`src/rtl/xm23_run_controller.sv`:
```
// Run/step sequencer for the XM23 pipeline: boot-time PC force, clock-enable tick
// generation at a switch-selected rate or per step press, and finish-instruction halt.
module xm23_run_controller #(
  parameter int unsigned DIV_FAST    = 6,
  parameter int unsigned DIV_100HZ   = 500_000,
  parameter int unsigned DIV_10HZ    = 5_000_000,
  parameter int unsigned DIV_1HZ     = 50_000_000,
  parameter int unsigned BOOT_CYCLES = 4,
  parameter logic [15:0] FINISH_INST = 16'h3FFF
) (
  input  logic        clk,
  input  logic        init_n,
  input  logic [1:0]  speed,
  input  logic        run_mode,
  input  logic        step_btn,
  input  logic [15:0] inst,
  output logic        cpu_tick,
  output logic        pc_force,
  output logic        halted,
  output logic [31:0] cycle_count,
  output logic        led,
  output logic [1:0]  state
);

  localparam int unsigned DIV_MAX_A = (DIV_FAST > DIV_100HZ) ? DIV_FAST : DIV_100HZ;
  localparam int unsigned DIV_MAX_B = (DIV_10HZ > DIV_1HZ) ? DIV_10HZ : DIV_1HZ;
  localparam int unsigned DIV_MAX   = (DIV_MAX_A > DIV_MAX_B) ? DIV_MAX_A : DIV_MAX_B;
  localparam int          CW        = $clog2(DIV_MAX + 1);
  localparam int          BW        = $clog2(BOOT_CYCLES + 1);

  typedef enum logic [1:0] {
    S_BOOT = 2'b00,
    S_RUN  = 2'b01,
    S_HALT = 2'b10
  } state_t;

  state_t        state_q, state_d;
  logic [CW-1:0] div_cnt_q, div_cnt_d, div_sel;
  logic [BW-1:0] boot_cnt_q, boot_cnt_d;
  logic [1:0]    speed_q, speed_d;
  logic          step_s1_q, step_s2_q, step_s3_q;
  logic          tick_q, tick_d;
  logic          pc_force_q, pc_force_d;
  logic          halted_q, halted_d;
  logic          led_q, led_d;
  logic [31:0]   cycle_count_q, cycle_count_d;
  logic          step_rise;

  always_comb begin
    case (speed_q)
      2'b00:   div_sel = CW'(DIV_1HZ);
      2'b01:   div_sel = CW'(DIV_10HZ);
      2'b10:   div_sel = CW'(DIV_100HZ);
      default: div_sel = CW'(DIV_FAST);
    endcase
  end

  assign step_rise = step_s2_q & ~step_s3_q;

  always_ff @(posedge clk or negedge init_n) begin
    if (!init_n) begin
      state_q       <= S_BOOT;
      div_cnt_q     <= '0;
      boot_cnt_q    <= '0;
      speed_q       <= 2'b00;
      step_s1_q     <= 1'b0;
      step_s2_q     <= 1'b0;
      step_s3_q     <= 1'b0;
      tick_q        <= 1'b0;
      pc_force_q    <= 1'b1;
      halted_q      <= 1'b0;
      led_q         <= 1'b0;
      cycle_count_q <= '0;
    end else begin
      state_q       <= state_d;
      div_cnt_q     <= div_cnt_d;
      boot_cnt_q    <= boot_cnt_d;
      speed_q       <= speed_d;
      step_s1_q     <= step_btn;
      step_s2_q     <= step_s1_q;
      step_s3_q     <= step_s2_q;
      tick_q        <= tick_d;
      pc_force_q    <= pc_force_d;
      halted_q      <= halted_d;
      led_q         <= led_d;
      cycle_count_q <= cycle_count_d;
    end
  end

  always_comb begin
    state_d       = state_q;
    div_cnt_d     = div_cnt_q;
    boot_cnt_d    = boot_cnt_q;
    speed_d       = speed_q;
    tick_d        = 1'b0;
    pc_force_d    = pc_force_q;
    halted_d      = halted_q;
    led_d         = led_q;
    cycle_count_d = cycle_count_q;
    case (state_q)
      S_BOOT: begin
        speed_d    = speed;
        div_cnt_d  = '0;
        boot_cnt_d = boot_cnt_q + BW'(1);
        if (boot_cnt_q == BW'(BOOT_CYCLES - 1)) begin
          state_d    = S_RUN;
          pc_force_d = 1'b0;
        end
      end
      S_RUN: begin
        // Bookkeeping for the tick that was just presented to the pipeline
        if (tick_q) begin
          led_d = ~led_q;
          if (inst == FINISH_INST) begin
            state_d  = S_HALT;
            halted_d = 1'b1;
          end else if (cycle_count_q != 32'hFFFF_FFFF) begin
            cycle_count_d = cycle_count_q + 32'd1;
          end
        end
        // A rate change restarts the period; gating with ~tick_q keeps ticks one clk wide
        if (speed != speed_q) begin
          speed_d   = speed;
          div_cnt_d = '0;
        end else if (run_mode) begin
          if (div_cnt_q >= div_sel - CW'(1)) begin
            div_cnt_d = '0;
            tick_d    = ~tick_q;
          end else begin
            div_cnt_d = div_cnt_q + CW'(1);
          end
        end else begin
          div_cnt_d = '0;
          tick_d    = step_rise & ~tick_q;
        end
      end
      S_HALT: begin
        div_cnt_d = '0;
      end
      default: begin
        state_d = S_BOOT;
      end
    endcase
  end

  assign cpu_tick    = tick_q;
  assign pc_force    = pc_force_q;
  assign halted      = halted_q;
  assign cycle_count = cycle_count_q;
  assign led         = led_q;
  assign state       = state_q;

endmodule

```
`config.mk`:
```
export PLATFORM = sky130hd
export DESIGN_NAME = xm23_run_controller
export DESIGN_NICKNAME = d
export VERILOG_FILES = /design/src/rtl/xm23_run_controller.sv
export SDC_FILE = /design/constraint.sdc
export NUM_CORES = 1
export LEC_CHECK = 0
export BUFFER_PORTS_ARGS = -buffer_cell sky130_fd_sc_hd__buf_2
export CORE_MARGIN = 2
export CORE_UTILIZATION = 30
export CTS_CLUSTER_DIAMETER = 80
export DETAILED_ROUTE_END_ITERATION = 8
export PLACE_DENSITY = 0.53
export SKIP_LAST_GASP = 1
export SYNTH_ARGS = -nofsm -noshare
export SYNTH_HDL_FRONTEND = slang
export SYNTH_SLANG_ARGS = --single-unit
```
`constraint.sdc`:
```
create_clock -name clk -period 2.69 [get_ports clk]
set_input_delay 0.269 -clock clk [delete_from_list [all_inputs] [get_ports clk]]
set_output_delay 0.269 -clock clk [all_outputs]
set_load 0.01 [all_outputs]
```
Yosys cells after proc, flatten, opt, wreduce, memory -nomap -nowiden. Index checks and enable logic that the tools add are counted.

Bitwise gates (word level): 7. Eq/ne operators: 12. Order comparisons: 1. Muxes and demuxes: 15. Reduce and logical (&&, ||, !) cells: 11. Add/subtract/negate cells: 4.

Operators by type and width (number): $mux 26 (3); $pmux 26 s3 (1); $pmux 26 s2 (1); $add 32x1->32 const B (1); $ne 32x32->1 const B (1); $add 26x1->26 const B (1); $ge 26x26->1 (1); $sub 26x1->26 const B (1); $eq 16x14->1 const B (1); $mux 2 (4); $ne 2x2->1 const B (4); $reduce_and 4->1 (2); $pmux 2 s3 (1); $reduce_and 2->1 (3); $not 1->1 (5); $eq 2x1->1 const B (2); $eq 2x2->1 const B (2); $logic_not 2->1 (2); $mux 1 (4); $pmux 2 s2 (1); $reduce_bool 2->1 (2); $add 3x1->3 const B (1); $eq 3x2->1 const B (1); $reduce_and 3->1 (1); other kinds (3) (4).

Output and inout port bits: 38. Register bits: 72.

Logic depth before layout (Yosys ltp).
Depth after elaboration: 8. Gate-level depth with buffers: 12. Mapped depth without buffers: 11.

Worst setup path after synthesis. Ideal clock, no wire load.

Path type: reg-to-reg. Start point: register speed_q[0]. End point: register div_cnt_q[19]. Path slack: 0.140 ns. Data arrival time: 2.464 ns. Period minus slack after synthesis: 2.550 ns. Cell stages (with the launch flop): 12. Path through: dfrtp_1 -> ha_1 -> inv_1 -> ha_1 -> ha_1 -> and3_1 -> a211oi_1 -> o21ai_0 -> a31oi_2 -> buf_2 -> o2111ai_1 -> o211ai_1.

Cells in the longest elaborated chain, start to end: 8. Elaborated cells between the ends (all ways): 11.

RTL lines: from (decl) (RTL line 40) `logic [1:0] speed_q, speed_d;`; from (signal assigned) (RTL line 78) `speed_q <= speed_d;`; $eq 2x2->1, or another cell as far along (RTL line 50) `case (speed_q)`; $pmux 26 s3 (RTL line 50); $sub 26x1->26 (RTL line 126) `if (div_cnt_q >= div_sel - CW'(1)) begin`; $ge 26x26->1 (RTL line 126); $mux 26 (RTL line 126); $mux 26 (RTL line 125) `end else if (run_mode) begin`; $mux 26 (*) (RTL line 122) `if (speed != speed_q) begin`; $pmux 26 s2 (*) (RTL line 100) `case (state_q)`; to (signal assigned) (RTL line 76) `div_cnt_q <= div_cnt_d;`; to (decl) (RTL line 38) `logic [CW-1:0] div_cnt_q, div_cnt_d, div_sel;`.

Every way passes the cells marked *; elsewhere a longest branch is shown, timed or not. A chain may end at the register's enable or synchronous reset.

Final worst setup path.
Start point: register speed_q[1]. End point: register div_cnt_q[9].

The elaborated chain is that of the path after synthesis.

==> metrics.txt <==
pwr dens=approximately 500 nW/um^2; maximum vdd drop=0.269 mV; Post-DRT Antenna Nets=0; H-Tree Depth=3; DRT iter0 DRCs=roughly 140; DP Worst Slack=-67.4 ps; pin count of the biggest net entering global routing=73; Die Width=125 um; cell count of the worst hold path=1; Top Ports=60; WS Path Type=flop to flop; critical path required time=slightly below 3000 ps; Lkg Pwr=2.57 nW; worst min path class=primary input to flop; drt drc=0; vias in the first global route=3604; Final min period=between 2000 and 3000 ps; CTS tree=yes; async set or reset register ratio after synthesis=1.00; cell taking the most area after synthesis=dfrtp_1; clk_skew=between 5 and 6 ps; Remaining Overflow, GRT=0; P&R area growth vs syn=26.4%; fin. max-slew vios=0; worst skew pair latency=between 300 and 400 ps; fill count=1443; final setup margin=-25.8 ps; r2r startpoint=speed_q[1]$_DFFE_PN0P_; Hold Path Origin=step_btn; Design Power=between 2 and 3 mW; critical path peak fanout=6; initial core utilization=0.305; sequential element share of the synthesized area=0.410; Routed WL=~11000 um; top-count cell post-synth=dfrtp_1; Sink Count=between 70 and 80; number of flops mapped to enable cells by yosys=0; FF+latch count, synth=between 70 and 80; Hold-fix buffers, CTS=0; I/O Buffers=59; status=finished, violations left; critical path data arrival time=around 3000 ps; share of cells above drive strength 1=0.288; Post-DP Area=between 4000 and 5000 sq um; die height=roughly 130 um; setup TNS=-51.1 ps; top-area cell type share of the netlist area=0.404; RePlAce Congestion=0.815; Clock Tree Root=clkbuf_16; Final Net Count=a little under 600; Final Cell Area=5550 sq um; via/cell ratio=slightly above 5; Rows=44; fmax=around 0.37 GHz; Area contributors post-synth=dfrtp_1, ha_1, xnor2_1; dpl hpwl=around 7600 um; DIE AREA=about 16000 sq um; count of max-cap constraint violations=0; Worst R2R End=div_cnt_q[9]$_DFFE_PN0P_; first-pass GRT wire length=18000 um; total CTS buffers=9; FF-to-FF path depth=11; Total GRT Usage=0.142; Post-Syn Instances=approximately 440; n_diodes=0; Worst Hold End=step_s1_q$_DFF_PN0_; Final Hold Vio Count=0; Tcrit/Tclk final=1.01; r2r setup slk=-30 ps; core area=approximately 14000 sq um; yosys warns=0; library cells used by synthesis=57; startpoint types=flop; WL/cell=roughly 15 um; Slew headroom=0.372; CTS Buffer Depth=2; RSZ-0062 raised after global routing=yes; Final Setup Violations=2; initial antenna violation count=0; top_reg_cell synth=dfrtp_1; Post-synth top cells=dfrtp_1, nand2_1, ha_1; Syn Area/Cell=around 9.9 sq um; Post-Syn Area=4390 sq um; Pre-antenna DRT Iters=4; Vias=3610; CP Capture Type=flop; clock transition at the registers of the reported paths=around 60 ps; violated checks=negative setup slack; Slew @ Worst Pin=about 940 ps
routing by layer:
layer / track usage / part of all wire
met1: 0.188 / 0.47
met2: 0.226 / 0.47
met5: 0 / 0
met4: 0.0641 / 0.024
met3: 0.0300 / 0.031
placed cells by master (no fill, tap or decap), drive strengths merged, types with 16 or more instances in the layout:
cell type   n
nand2      46
buf        87
inv        16
xnor2      33
nand4      26
dfrtp      71
nand3      44
nor2       24
ha         36
o21ai      17
through the flow:
step,util,cells,hold WS [ps]
floorplan,-,444,-26.6
global placement,0.346,692,334
detailed placement,0.346,692,338
CTS,0.373,710,20.0
global route,0.385,718,28.8
finish,0.385,718,34.4
report_power, final:
group          switching [mW]  leakage [nW]  internal, mW
sequential             0.0640         0.960          1.13
clock                   0.476         0.159         0.841
combinational           0.151          1.45         0.129
total                   0.691          2.57          2.10
area by class of cell:
| class | count | area, sq um | share of cell area |
|---|---|---|---|
| Multi-Input combinational cell | 344 | 2590 | 0.466 |
| Clock buffer | 10 | 239 | 0.0430 |
| Sequential cell | 72 | 1800 | 0.325 |
| Inverter | 15 | 60.1 | 0.0108 |
| Timing Repair Buffer | 87 | 544 | 0.0980 |
| Tap cell | 184 | 230 | 0.0415 |
| Clock inverter | 6 | 90.1 | 0.0162 |
worst max-delay path: stages, from the launching register on:
cell and delay (ps):
dfrtp_1 420, inv_2 120, ha_4 170, clkinvlp_4 220, ha_4 350, nand4_1 240, buf_4 240, a2bb2oi_2 160
and2_4 160, buf_6 130, a31o_2 220, a22o_1 170
how the worst max path moves through the flow:
| stage | slack [ps] | startpoint | end | depth (start not counted) |
|---|---|---|---|---|
| floorplan | 140 | speed_q[0]$_DFFE_PN0P_ | div_cnt_q[19]$_DFFE_PN0P_ | 11 |
| finish | -30 | speed_q[1]$_DFFE_PN0P_ | div_cnt_q[9]$_DFFE_PN0P_ | 11 |
| global placement | -20 | speed_q[0]$_DFFE_PN0P_ | div_cnt_q[3]$_DFFE_PN0P_ | 11 |
| global route | -180 | speed_q[0]$_DFFE_PN0P_ | div_cnt_q[0]$_DFFE_PN0P_ | 13 |
| CTS | -2 | speed_q[1]$_DFFE_PN0P_ | div_cnt_q[9]$_DFFE_PN0P_ | 12 |
| detailed placement | -70 | speed_q[0]$_DFFE_PN0P_ | div_cnt_q[9]$_DFFE_PN0P_ | 12 |
logic make-up (layout without fill, tap and decap cells):
group,count (synthesis),after routing,synth area share
and+or+nand+nor,197,197,0.265
DFF,72,72,0.410
AOI/OAI and AO/OA,59,59,0.0860
xor gates and xnor gates,45,45,0.0914
adders and majority gates,36,36,0.103
buffers and inverters,28,118,0.0310
muxes,5,5,0.0125
other,1,2,0.000854
registers in the layout (all words and copies together) (netlist names):
| signal | cells |
|---|---|
| boot_cnt_q | 3 |
| speed_q | 2 |
| cpu_tick | 1 |
| div_cnt_q | 26 |
| step_s1_q | 1 |
| led | 1 |
| state | 2 |
| pc_force | 1 |
| halted | 1 |
| step_s2_q | 1 |
| cycle_count | 32 |
| step_s3_q | 1 |
repair_timing:
item / 4_1_cts / 5_1_grt
setup endpoints to repair: 14 / 27
resized for setup: 7 / 19
gates cloned: 1 / 0
pin swaps: 3 / 8
setup buffers: 1 / 8
No activity file was read; power rests on OpenSTA's default activity.
